===== src/rtl/hazard_pkg.sv =====
// Shared types and constants for the pipeline hazard controller.
package hazard_pkg;

  typedef enum logic {
    RUN      = 1'b0,
    REDIRECT = 1'b1
  } hz_state_t;

  localparam int REG_W  = 5;
  localparam int RCNT_W = 2;

  localparam logic [REG_W-1:0] ZERO_REG = '0;

endpackage


===== src/rtl/sat_counter.sv =====
// Saturating up-counter with synchronous clear; clear wins over increment.
module sat_counter #(
  parameter int W = 16
) (
  input  logic         clk,
  input  logic         reset,
  input  logic         clr,
  input  logic         inc,
  output logic [W-1:0] q
);

  always_ff @(posedge clk or posedge reset) begin
    if (reset) begin
      q <= '0;
    end else if (clr) begin
      q <= '0;
    end else if (inc && (q != '1)) begin
      q <= q + 1'b1;
    end
  end

endmodule


===== src/rtl/hazard_controller.sv =====
// Load-use / redirect / memory-wait hazard control for the 5-stage pipeline,
// with a memory-wait watchdog and saturating performance counters.
module hazard_controller
  import hazard_pkg::*;
#(
  parameter int FLUSH_CYCLES = 1,
  parameter int MEM_TIMEOUT  = 255,
  parameter int CNT_W        = 16
) (
  input  logic             clk,
  input  logic             reset,
  input  logic [REG_W-1:0] id_rs,
  input  logic [REG_W-1:0] id_rt,
  input  logic             id_uses_rt,
  input  logic [REG_W-1:0] ex_rt,
  input  logic             ex_mem_read,
  input  logic             ex_branch_taken,
  input  logic             ex_jr,
  input  logic             mem_req,
  input  logic             mem_ready,
  input  logic             ctr_clr,
  output logic             pc_write,
  output logic             ifid_write,
  output logic             flush,
  output logic             ifid_flush,
  output logic             stall_all,
  output logic             mem_timeout,
  output logic [CNT_W-1:0] stall_cycles,
  output logic [CNT_W-1:0] flush_events
);

  localparam int WC_W = $clog2(MEM_TIMEOUT + 1);
  localparam logic [WC_W-1:0]   WC_MAX    = WC_W'(MEM_TIMEOUT);
  localparam logic [WC_W-1:0]   WC_LAST   = WC_W'(MEM_TIMEOUT - 1);
  localparam logic [RCNT_W-1:0] RCNT_INIT = RCNT_W'(FLUSH_CYCLES - 1);

  hz_state_t         state, state_next;
  logic [RCNT_W-1:0] rcnt, rcnt_next;
  logic [WC_W-1:0]   wcnt;
  logic              load_use;
  logic              mwait;
  logic              redirect_fire;
  logic              stall_inc;

  assign load_use = ex_mem_read && (ex_rt != ZERO_REG) &&
                    ((ex_rt == id_rs) || (id_uses_rt && (ex_rt == id_rt)));
  assign mwait    = mem_req && !mem_ready;

  // A memory wait freezes everything, so EX events seen during it are simply
  // re-evaluated once the wait drops rather than being latched here.
  always_comb begin
    pc_write      = 1'b1;
    ifid_write    = 1'b1;
    flush         = 1'b0;
    ifid_flush    = 1'b0;
    stall_all     = 1'b0;
    state_next    = state;
    rcnt_next     = rcnt;
    redirect_fire = 1'b0;

    if (reset) begin
      pc_write   = 1'b0;
      ifid_write = 1'b0;
      flush      = 1'b1;
      ifid_flush = 1'b1;
    end else if (mwait) begin
      stall_all  = 1'b1;
      pc_write   = 1'b0;
      ifid_write = 1'b0;
    end else if (state == REDIRECT) begin
      flush      = 1'b1;
      ifid_flush = 1'b1;
      rcnt_next  = (rcnt == '0) ? '0 : rcnt - 1'b1;
      if (rcnt <= RCNT_W'(1)) begin
        state_next = RUN;
      end
    end else if (ex_branch_taken || ex_jr) begin
      flush         = 1'b1;
      ifid_flush    = 1'b1;
      redirect_fire = 1'b1;
      if (FLUSH_CYCLES > 1) begin
        state_next = REDIRECT;
        rcnt_next  = RCNT_INIT;
      end
    end else if (load_use) begin
      pc_write   = 1'b0;
      ifid_write = 1'b0;
      flush      = 1'b1;
    end
  end

  // The watchdog flag is sticky until reset; wcnt stops at MEM_TIMEOUT.
  always_ff @(posedge clk or posedge reset) begin
    if (reset) begin
      state       <= RUN;
      rcnt        <= '0;
      wcnt        <= '0;
      mem_timeout <= 1'b0;
    end else begin
      state <= state_next;
      rcnt  <= rcnt_next;
      if (mwait) begin
        if (wcnt != WC_MAX) begin
          wcnt <= wcnt + 1'b1;
        end
        if (wcnt == WC_LAST) begin
          mem_timeout <= 1'b1;
        end
      end else begin
        wcnt <= '0;
      end
    end
  end

  assign stall_inc = !pc_write && !reset;

  sat_counter #(.W(CNT_W)) u_stall_ctr (
    .clk   (clk),
    .reset (reset),
    .clr   (ctr_clr),
    .inc   (stall_inc),
    .q     (stall_cycles)
  );

  sat_counter #(.W(CNT_W)) u_flush_ctr (
    .clk   (clk),
    .reset (reset),
    .clr   (ctr_clr),
    .inc   (redirect_fire),
    .q     (flush_events)
  );

endmodule


===== config.mk =====
export PLATFORM = sky130hd
export DESIGN_NAME = hazard_controller
export DESIGN_NICKNAME = d
export VERILOG_FILES = /design/src/rtl/hazard_pkg.sv /design/src/rtl/sat_counter.sv /design/src/rtl/hazard_controller.sv
export SDC_FILE = /design/constraint.sdc
export NUM_CORES = 1
export LEC_CHECK = 0
export BUFFER_PORTS_ARGS = -buffer_cell sky130_fd_sc_hd__buf_2
export CAP_MARGIN = 20
export CORE_MARGIN = 2
export CORE_UTILIZATION = 43
export CTS_CLUSTER_DIAMETER = 120
export DETAILED_ROUTE_END_ITERATION = 16
export GPL_TIMING_DRIVEN = 0
export PLACE_DENSITY = 0.79
export SLEW_MARGIN = 15
export SYNTH_ARGS = -nofsm -noshare
export SYNTH_HDL_FRONTEND = slang
export SYNTH_SLANG_ARGS = --single-unit

===== constraint.sdc =====
create_clock -name clk -period 4.1 [get_ports clk]
set_input_delay 0.615 -clock clk [delete_from_list [all_inputs] [get_ports clk]]
set_output_delay 0.615 -clock clk [all_outputs]
set_load 0.05 [all_outputs]

==> impl_results.md, run 1 <==
* Hold WS at 0.283 ns
* Final hold violation count at 0
* Post-CTS Resized at 0
* Number of input and output port buffers inserted at 61
* Combinational group share of total power at 12.0%
* Cell accounting for the most synthesized area: dfrtp_1
* Final setup vio count at 0
* TritonCTS Sinks at 44
* Worst endpoint required time at 3.48 ns
* Global route overflow at 0
* Post-Route Setup TNS at 0 ns
* Hold buffers post-CTS at 0
* Internal at 0.607 mW
* Maximum fanout encountered on the critical timing path at 3
* Remaining antenna violation count at 0
* Per-cell routed wire length at 13.6 um
* Clock tree from TritonCTS: built
* Nature of the critical path endpoint: primary output
* RSZ-0062 raised after global routing: no
* Residual DRC at 0
* Fraction of layout cells with a size suffix above 1 at 27.6%
* Number of flops mapped to enable cells by yosys at 0
* Average cell area after synthesis at 9.75 um2
* Most frequent cell after synthesis: dfrtp_1
* Status: completed
* Worst path cell trace: buf_2 > or4_1 > o21ai_2 > and2b_1 > a21boi_0 > buf_4 > buf_2
* Critical Path Slowest Stage Cell: or4_1
* Starting density of the core at 45.0%
* FF/Latch Area at 1100 um2
* Max transition margin at 68.8%
* Predominant post-synthesis flop cell: dfrtp_1
* Final Max Tran Viols at 0
* Die outline height at 80.2 um
* Max-capacitance violation count at 0
* Worst Path Buf+Inv at 3
* Total power at 0.826 mW
* Critical path arrival at 2.31 ns
* Final Worst Setup Slack at 1.17 ns
* Number of global-route vias before repair at 1978
* Class of the most critical hold timing path: input port to asynchronous set/reset pin
* DR vias/cell at 5.43
* Core Footprint at 5540 um2
* Worst setup slack after placement at 1.18 ns
* Number of synthesis warnings at 0
* Buffers inserted during post-CTS setup optimization at 0
* First-pass GRT wire length at 9.05 mm
* Slew at the pin closest to its max-slew limit at 0.468 ns
* Final Wtd Congestion at 0.781
* Clk network pwr share at 34.5%
* Number of H-tree levels at 2
* Number of nets produced by synthesis at 284
* Sequential power share at 53.5%
* Kind of start point of the critical path: input port
* Final critical-path share of the clock period at 71.4%
* Total routing resource utilization after global routing at 17.9%
* Post-synthesis sequential area ratio at 44.1%
* Maximum resistive drop on vdd at 0.157 mV
* Count of cell types in the netlist at 52
* Standard-cell rows at 27
* Signed area change from the synthesized netlist to the final layout at 20.4%
* Layout filler cell count at 517
* Total power per unit cell area at 275 nW/um2
* Pin count of the biggest net entering global routing at 38
* Antenna cells at 0
* Wire length after detailed routing at 5.42 mm
* Top delay family on crit path: simple AND/OR/NAND/NOR gates
* Cell types with the largest area share after synthesis: dfrtp_1, xnor2_1, nor2_1, xor2_1, nand4_1
* Post-Route Utilization at 54.2%
* TritonRoute pass-1 iters at 4
* Minimum clock period at 2.93 ns
* Switching Power at 0.219 mW
* Setup Crit Path Kind: input port to primary output
* Upper clock frequency limit at 0.342 GHz
* Area of combinational cells with multiple inputs at 1310 um2
* Total standard cell area after synthesis at 2490 um2
* Syn Inst Count at 256
* Leakage at 1.40 nW
* Clock insertion delay at the later pin of the skew report at 0.30 ns
* Top-area cell type share of the netlist area at 44.1%
* Initial antenna violation count at 0
* Placed cell areas at 2910 um2
* Cell count after placement at 390
* Fin Clk Skew at 0.00213 ns
* Fin area at 3000 um2
* Die Wd at 80.2 um
* Number of top-level pins at 62
* Post-detailed-placement half-perimeter wirelength at 4.04 mm
* Detailed Route Iter0 Violations at 90
* Max Buffers Root-to-Sink at 2
* Vias after detailed routing at 2162
* Synthesis-stage register bit count at 44
* Number of buffers created by CTS at 5
* Non-filler instance count after layout at 398
* DIE AREA at 6430 um2
* Root cell of the clock tree: clkbuf_8
* Largest stage delay on the critical path at 0.54 ns
* Switching share of power at 26.5%
* Share of flip-flops with an asynchronous set or reset at 100%
* Final net count at 353
* Most common library cells after synthesis: dfrtp_1, nor2_1, nand2_1, xnor2_1
* Cell mode on critical path: buf_2
* Clock transition at path regs at 0.08 ns
logic make-up (layout without fill, tap and decap cells):
kind of cell	count (synthesis)	count (layout)	synth area share [%]
AND/OR/NAND/NOR	112	112	25.6
AO/OA/AOI/OAI	52	52	14.0
flip-flops	44	44	44.1
XOR/XNOR	28	28	9.83
buffers and inverters	14	84	3.56
adder cells (fa/ha/maj)	4	4	2.01
multiplexers	2	2	0.802
cell usage in the layout, fill, tap and decap left out, types with 3 or more instances in the layout:
| cell | instances |
|---|---|
| nor2_1 | 28 |
| dfrtp_1 | 44 |
| and3_1 | 6 |
| o31ai_1 | 4 |
| inv_1 | 5 |
| nand4_1 | 11 |
| and2_1 | 3 |
| o31a_1 | 3 |
| clkbuf_1 | 3 |
| buf_2 | 62 |
| a21oi_1 | 13 |
| clkbuf_8 | 6 |
| o21ai_1 | 7 |
| or4_1 | 5 |
| o21ai_0 | 5 |
| a31oi_1 | 3 |
| nand3_1 | 13 |
| ha_1 | 4 |
| xnor2_1 | 16 |
| and4_1 | 4 |
| nor4_1 | 3 |
| or3_1 | 8 |
| nand2_1 | 16 |
| xor2_1 | 12 |
per-layer routing:
layer | vias to the layer above | global-route usage (%) | wire length (um)
met5 | - | 0 | 0
li1 | 1072 | - | -
met4 | 0 | 6.44 | 69
met2 | 39 | 29.0 | 2690
met1 | 1045 | 23.0 | 2430
met3 | 6 | 4.61 | 222
final timing paths:
kind	to	startpoint	slack (ns)	depth (start not counted)
max in group asynchronous	u_stall_ctr.q[5]$_DFFE_PP0P_	reset	3.37	3
max	pc_write	ex_rt[1]	1.17	7
max reg2reg	u_stall_ctr.q[1]$_DFFE_PP0P_	u_stall_ctr.q[3]$_DFFE_PP0P_	1.96	8
min	rcnt[1]$_DFFE_PP0P_	reset	0.28	2
min reg2reg	mem_timeout$_DFFE_PP0P_	mem_timeout$_DFFE_PP0P_	0.49	1
min in group clk	mem_timeout$_DFFE_PP0P_	mem_timeout$_DFFE_PP0P_	0.49	1
state kept, by name, summed over array words and instances (netlist names):
signal,count
u_flush_ctr.q,16
u_stall_ctr.q,16
wcnt,8
rcnt,2
mem_timeout,1
state,1
worst register-to-register path: stages, from the launching register on:
cell	delay (ns)
dfrtp_1	0.46
nand4_2	0.22
nor4_2	0.47
nor3_2	0.10
a21oi_2	0.23
buf_6	0.18
buf_12	0.13
mux2i_1	0.17
nor2_1	0.06
power by group through the flow:
| stage | Clock, mW | Sequential, mW | Combinational, mW |
|---|---|---|---|
| after floorplan | 0 | 0.458 | 0.0586 |
| after global placement | 0 | 0.450 | 0.0968 |
| after CTS | 0.297 | 0.442 | 0.101 |
| after global routing | 0.316 | 0.443 | 0.109 |
| after detailed placement | 0 | 0.450 | 0.101 |
| final | 0.285 | 0.442 | 0.0992 |
final cells by class:
cell class / instances / area share [%]
tap: 72 / 3.00
clock inverter: 2 / 0.333
timing repair buffer: 62 / 10.8
sequential: 44 / 36.7
inverter: 6 / 0.750
buffer: 8 / 2.21
clock buffer: 6 / 2.75
multi-input combinational: 198 / 43.5
Power figures use the tool's default switching activity.
==> run 2: changes to the inputs <==
--- a/config.mk
+++ b/config.mk
@@ -5,6 +5,7 @@
 export SDC_FILE = /design/constraint.sdc
 export NUM_CORES = 1
 export LEC_CHECK = 0
+export ABC_AREA = 1
 export BUFFER_PORTS_ARGS = -buffer_cell sky130_fd_sc_hd__buf_2
 export CAP_MARGIN = 20
 export CORE_MARGIN = 2
@@ -12,7 +13,7 @@
 export CTS_CLUSTER_DIAMETER = 120
 export DETAILED_ROUTE_END_ITERATION = 16
 export GPL_TIMING_DRIVEN = 0
-export PLACE_DENSITY = 0.79
+export PLACE_DENSITY = 0.8
 export SLEW_MARGIN = 15
 export SYNTH_ARGS = -nofsm -noshare
 export SYNTH_HDL_FRONTEND = slang
==> constraint.sdc (replaced) <==
create_clock -name clk -period 2.5 [get_ports clk]
set_input_delay 0.375 -clock clk [delete_from_list [all_inputs] [get_ports clk]]
set_output_delay 0.375 -clock clk [all_outputs]
set_load 0.05 [all_outputs]
==> run 2 against run 1 <==
  * Critical path depth shrank 1
  * Largest cell class unchanged
  * Design area grew 13%
  * Clock skew grew 0.0072 ns
  * Largest power group unchanged
  * Non-clock buffer count grew 1
  * Critical endpoint unchanged
  * Clock power grew 55%
  * Sequential share of layout area shrank 4.3 points
  * Worst setup slack lost 0.56 ns
  * Clock-buffer cell count grew 1
  * Synthesized area grew 16%
==> impl_results.md, run 2 <==
* Clock transition at path regs at 0.09 ns (was 0.08 ns)
* Layout filler cell count at 624 (was 517)
* Max-capacitance violation count at 0 (unchanged)
* Worst path cell trace: nor3_2 > nand3_1 > nand2_1 > inv_1 > buf_4 > buf_2 (was buf_2 > or4_1 > o21ai_2 > and2b_1 > a21boi_0 > buf_4 > buf_2)
* Die Wd at 86.1 um (was 80.2 um)
* Number of synthesis warnings at 0 (unchanged)
* Most common library cells after synthesis: nand2_1, inv_1, dfrtp_1, nor2_1, nand3_1 (was dfrtp_1, nor2_1, nand2_1, xnor2_1)
* RSZ-0062 raised after global routing: no (unchanged)
* Nature of the critical path endpoint: primary output (unchanged)
* Worst Path Buf+Inv at 3 (unchanged)
* DR vias/cell at 5.24 (was 5.43)
* Post-detailed-placement half-perimeter wirelength at 5.20 mm (was 4.04 mm)
* Post-CTS Resized at 0 (unchanged)
* Starting density of the core at 45.1% (was 45.0%)
* Average cell area after synthesis at 7.17 um2 (was 9.75 um2)
* Top-area cell type share of the netlist area at 38.0% (was 44.1%)
* Signed area change from the synthesized netlist to the final layout at 17.5% (was 20.4%)
* Number of top-level pins at 62 (unchanged)
* Total standard cell area after synthesis at 2900 um2 (was 2490 um2)
* Most frequent cell after synthesis: nand2_1 (was dfrtp_1)
* Core Footprint at 6420 um2 (was 5540 um2)
* Standard-cell rows at 29 (was 27)
* Final net count at 501 (was 353)
* First-pass GRT wire length at 11.6 mm (was 9.05 mm)
* Class of the most critical hold timing path: input port to asynchronous set/reset pin (unchanged)
* Fin area at 3400 um2 (was 3000 um2)
* Number of flops mapped to enable cells by yosys at 0 (unchanged)
* Number of global-route vias before repair at 2746 (was 1978)
* Total power per unit cell area at 406 nW/um2 (was 275 nW/um2)
* Post-synthesis sequential area ratio at 38.0% (was 44.1%)
* Root cell of the clock tree: clkbuf_8 (unchanged)
* Fin Clk Skew at 0.00936 ns (was 0.00213 ns)
* Number of H-tree levels at 2 (unchanged)
* Share of flip-flops with an asynchronous set or reset at 100% (unchanged)
* Top library cells by usage in the layout, fill and taps aside: nand2_1, buf_2, inv_1 (was buf_2, dfrtp_1, nor2_1)
* Worst endpoint required time at 2.12 ns (was 3.48 ns)
* Largest stage delay on the critical path at 0.40 ns (was 0.54 ns)
* Count of cell types in the netlist at 35 (was 52)
* Global route overflow at 0 (unchanged)
* Antenna cells at 0 (unchanged)
* Residual DRC at 0 (unchanged)
* Final Wtd Congestion at 0.873 (was 0.781)
* Wire length after detailed routing at 6.84 mm (was 5.42 mm)
* Number of input and output port buffers inserted at 61 (unchanged)
* Max transition margin at 67.9% (was 68.8%)
* Cell accounting for the most synthesized area: dfrtp_1 (unchanged)
* Slew at the pin closest to its max-slew limit at 0.481 ns (was 0.468 ns)
* Syn Inst Count at 404 (was 256)
* Most frequent standard cell in the layout excluding fill and tap cells: nand2_1 (was buf_2)
* Number of buffers created by CTS at 5 (unchanged)
* Fraction of layout cells with a size suffix above 1 at 20.5% (was 27.6%)
* Leakage at 1.85 nW (was 1.40 nW)
* Maximum resistive drop on vdd at 0.247 mV (was 0.157 mV)
* Placed cell areas at 3300 um2 (was 2910 um2)
* Post-Route Setup TNS at 0 ns (unchanged)
* Initial antenna violation count at 0 (unchanged)
* Synthesis-stage register bit count at 44 (unchanged)
* TritonCTS Sinks at 44 (unchanged)
* Hold buffers post-CTS at 0 (unchanged)
* DIE AREA at 7410 um2 (was 6430 um2)
* Buffers inserted during post-CTS setup optimization at 0 (unchanged)
* Hold WS at 0.0431 ns (was 0.283 ns)
* Final setup vio count at 0 (unchanged)
* Pin count of the biggest net entering global routing at 48 (was 38)
* Upper clock frequency limit at 0.531 GHz
* Critical Path Slowest Stage Cell: dfrtp_1 (was or4_1)
* Number of nets produced by synthesis at 432 (was 284)
* Detailed Route Iter0 Violations at 250 (was 90)
* Predominant post-synthesis flop cell: dfrtp_1 (unchanged)
* Final critical-path share of the clock period at 75.3%
* Setup Crit Path Kind: register to primary output (was input port to primary output)
* Per-cell routed wire length at 12.4 um (was 13.6 um)
* Top delay family on crit path: simple AND/OR/NAND/NOR gates (unchanged)
* Vias after detailed routing at 2886 (was 2162)
* Clock insertion delay at the later pin of the skew report at 0.30 ns (about the same)
* Die outline height at 86.1 um (was 80.2 um)
* Cell types with the largest area share after synthesis: dfrtp_1, nand2_1, inv_1, nand3_1, nor2_1 (was dfrtp_1, xnor2_1, nor2_1, xor2_1, nand4_1)
* Final hold violation count at 0 (unchanged)
* Status: completed (unchanged)
* TritonRoute pass-1 iters at 5 (was 4)
* Kind of start point of the critical path: register (was input port)
* Maximum fanout encountered on the critical timing path at 3 (unchanged)
* Clock tree from TritonCTS: built (unchanged)
* Remaining antenna violation count at 0 (unchanged)
* Critical path arrival at 1.51 ns (was 2.31 ns)
* Total routing resource utilization after global routing at 19.3% (was 17.9%)
* Max Buffers Root-to-Sink at 2 (unchanged)
* Final Max Tran Viols at 0 (unchanged)
* Minimum clock period at 1.88 ns
* Leading registers by flop count: u_flush_ctr.q x16, u_stall_ctr.q x16, wcnt x8 (unchanged)
run 2: path summary, 6_finish.rpt:
check	from	end	slack (ns)	depth (start not counted)
setup / recovery	state$_DFFE_PP0P_	pc_write	0.62	6
hold / removal	reset	u_flush_ctr.q[9]$_DFFE_PP0P_	0.04	2
setup reg to reg	u_stall_ctr.q[0]$_DFFE_PP0P_	u_stall_ctr.q[15]$_DFFE_PP0P_	0.73	9
hold reg to reg	mem_timeout$_DFFE_PP0P_	mem_timeout$_DFFE_PP0P_	0.48	1
max in group asynchronous	reset	u_stall_ctr.q[5]$_DFFE_PP0P_	1.97	3
min in group clk	ctr_clr	u_flush_ctr.q[0]$_DFFE_PP0P_	0.34	2
run 2: cell families (layout without fill, tap and decap cells):
group | Yosys count | after routing | synth area share (%)
AOI/OAI and AO/OA | 33 | 33 | 6.61
xor gates and xnor gates | 20 | 20 | 6.05
adders and majority gates | 4 | 4 | 1.73
buffers and inverters | 71 | 141 | 10.1
DFF | 44 | 44 | 38.0
and+or+nand+nor | 232 | 232 | 37.5
run 2: through the flow:
step                      utilization (%)  setup slack [ns]  cells  power, mW
after global routing                 53.0             0.544    551       1.45
after detailed placement             51.3            0.0206    542      0.950
final                                53.0             0.617    551       1.38
after CTS                            52.7            0.0722    550       1.40
after floorplan                         -             0.287    404      0.885
after global placement               51.3            0.0866    542      0.945
run 2: cell type report:
| class | count | area [um2] | area share [%] |
|---|---|---|---|
| inverters | 62 | 233 | 6.84 |
| multi-input cells | 289 | 1500 | 44.1 |
| plain buffers | 9 | 60.1 | 1.77 |
| flip-flops and latches | 44 | 1100 | 32.4 |
| well taps | 77 | 96.3 | 2.83 |
| repair buffers | 62 | 325 | 9.56 |
| clock buffers | 7 | 76.3 | 2.24 |
| clock inverters | 1 | 8.76 | 0.257 |
run 2: report_power, final:
group          switching [mW]  total (mW)  internal, mW
combinational           0.143       0.203        0.0597
clock                   0.243       0.443         0.200
sequential            0.00934       0.735         0.726
total                   0.396        1.38         0.985
run 2: per-layer routing:
metal / track usage (%) / part of all wire [%] / wire (um)
met1: 23.8 / 43 / 2970
met2: 34.5 / 48 / 3300
met4: 6.06 / 1.4 / 99
met3: 2.98 / 6.9 / 471
met5: 0 / 0 / 0
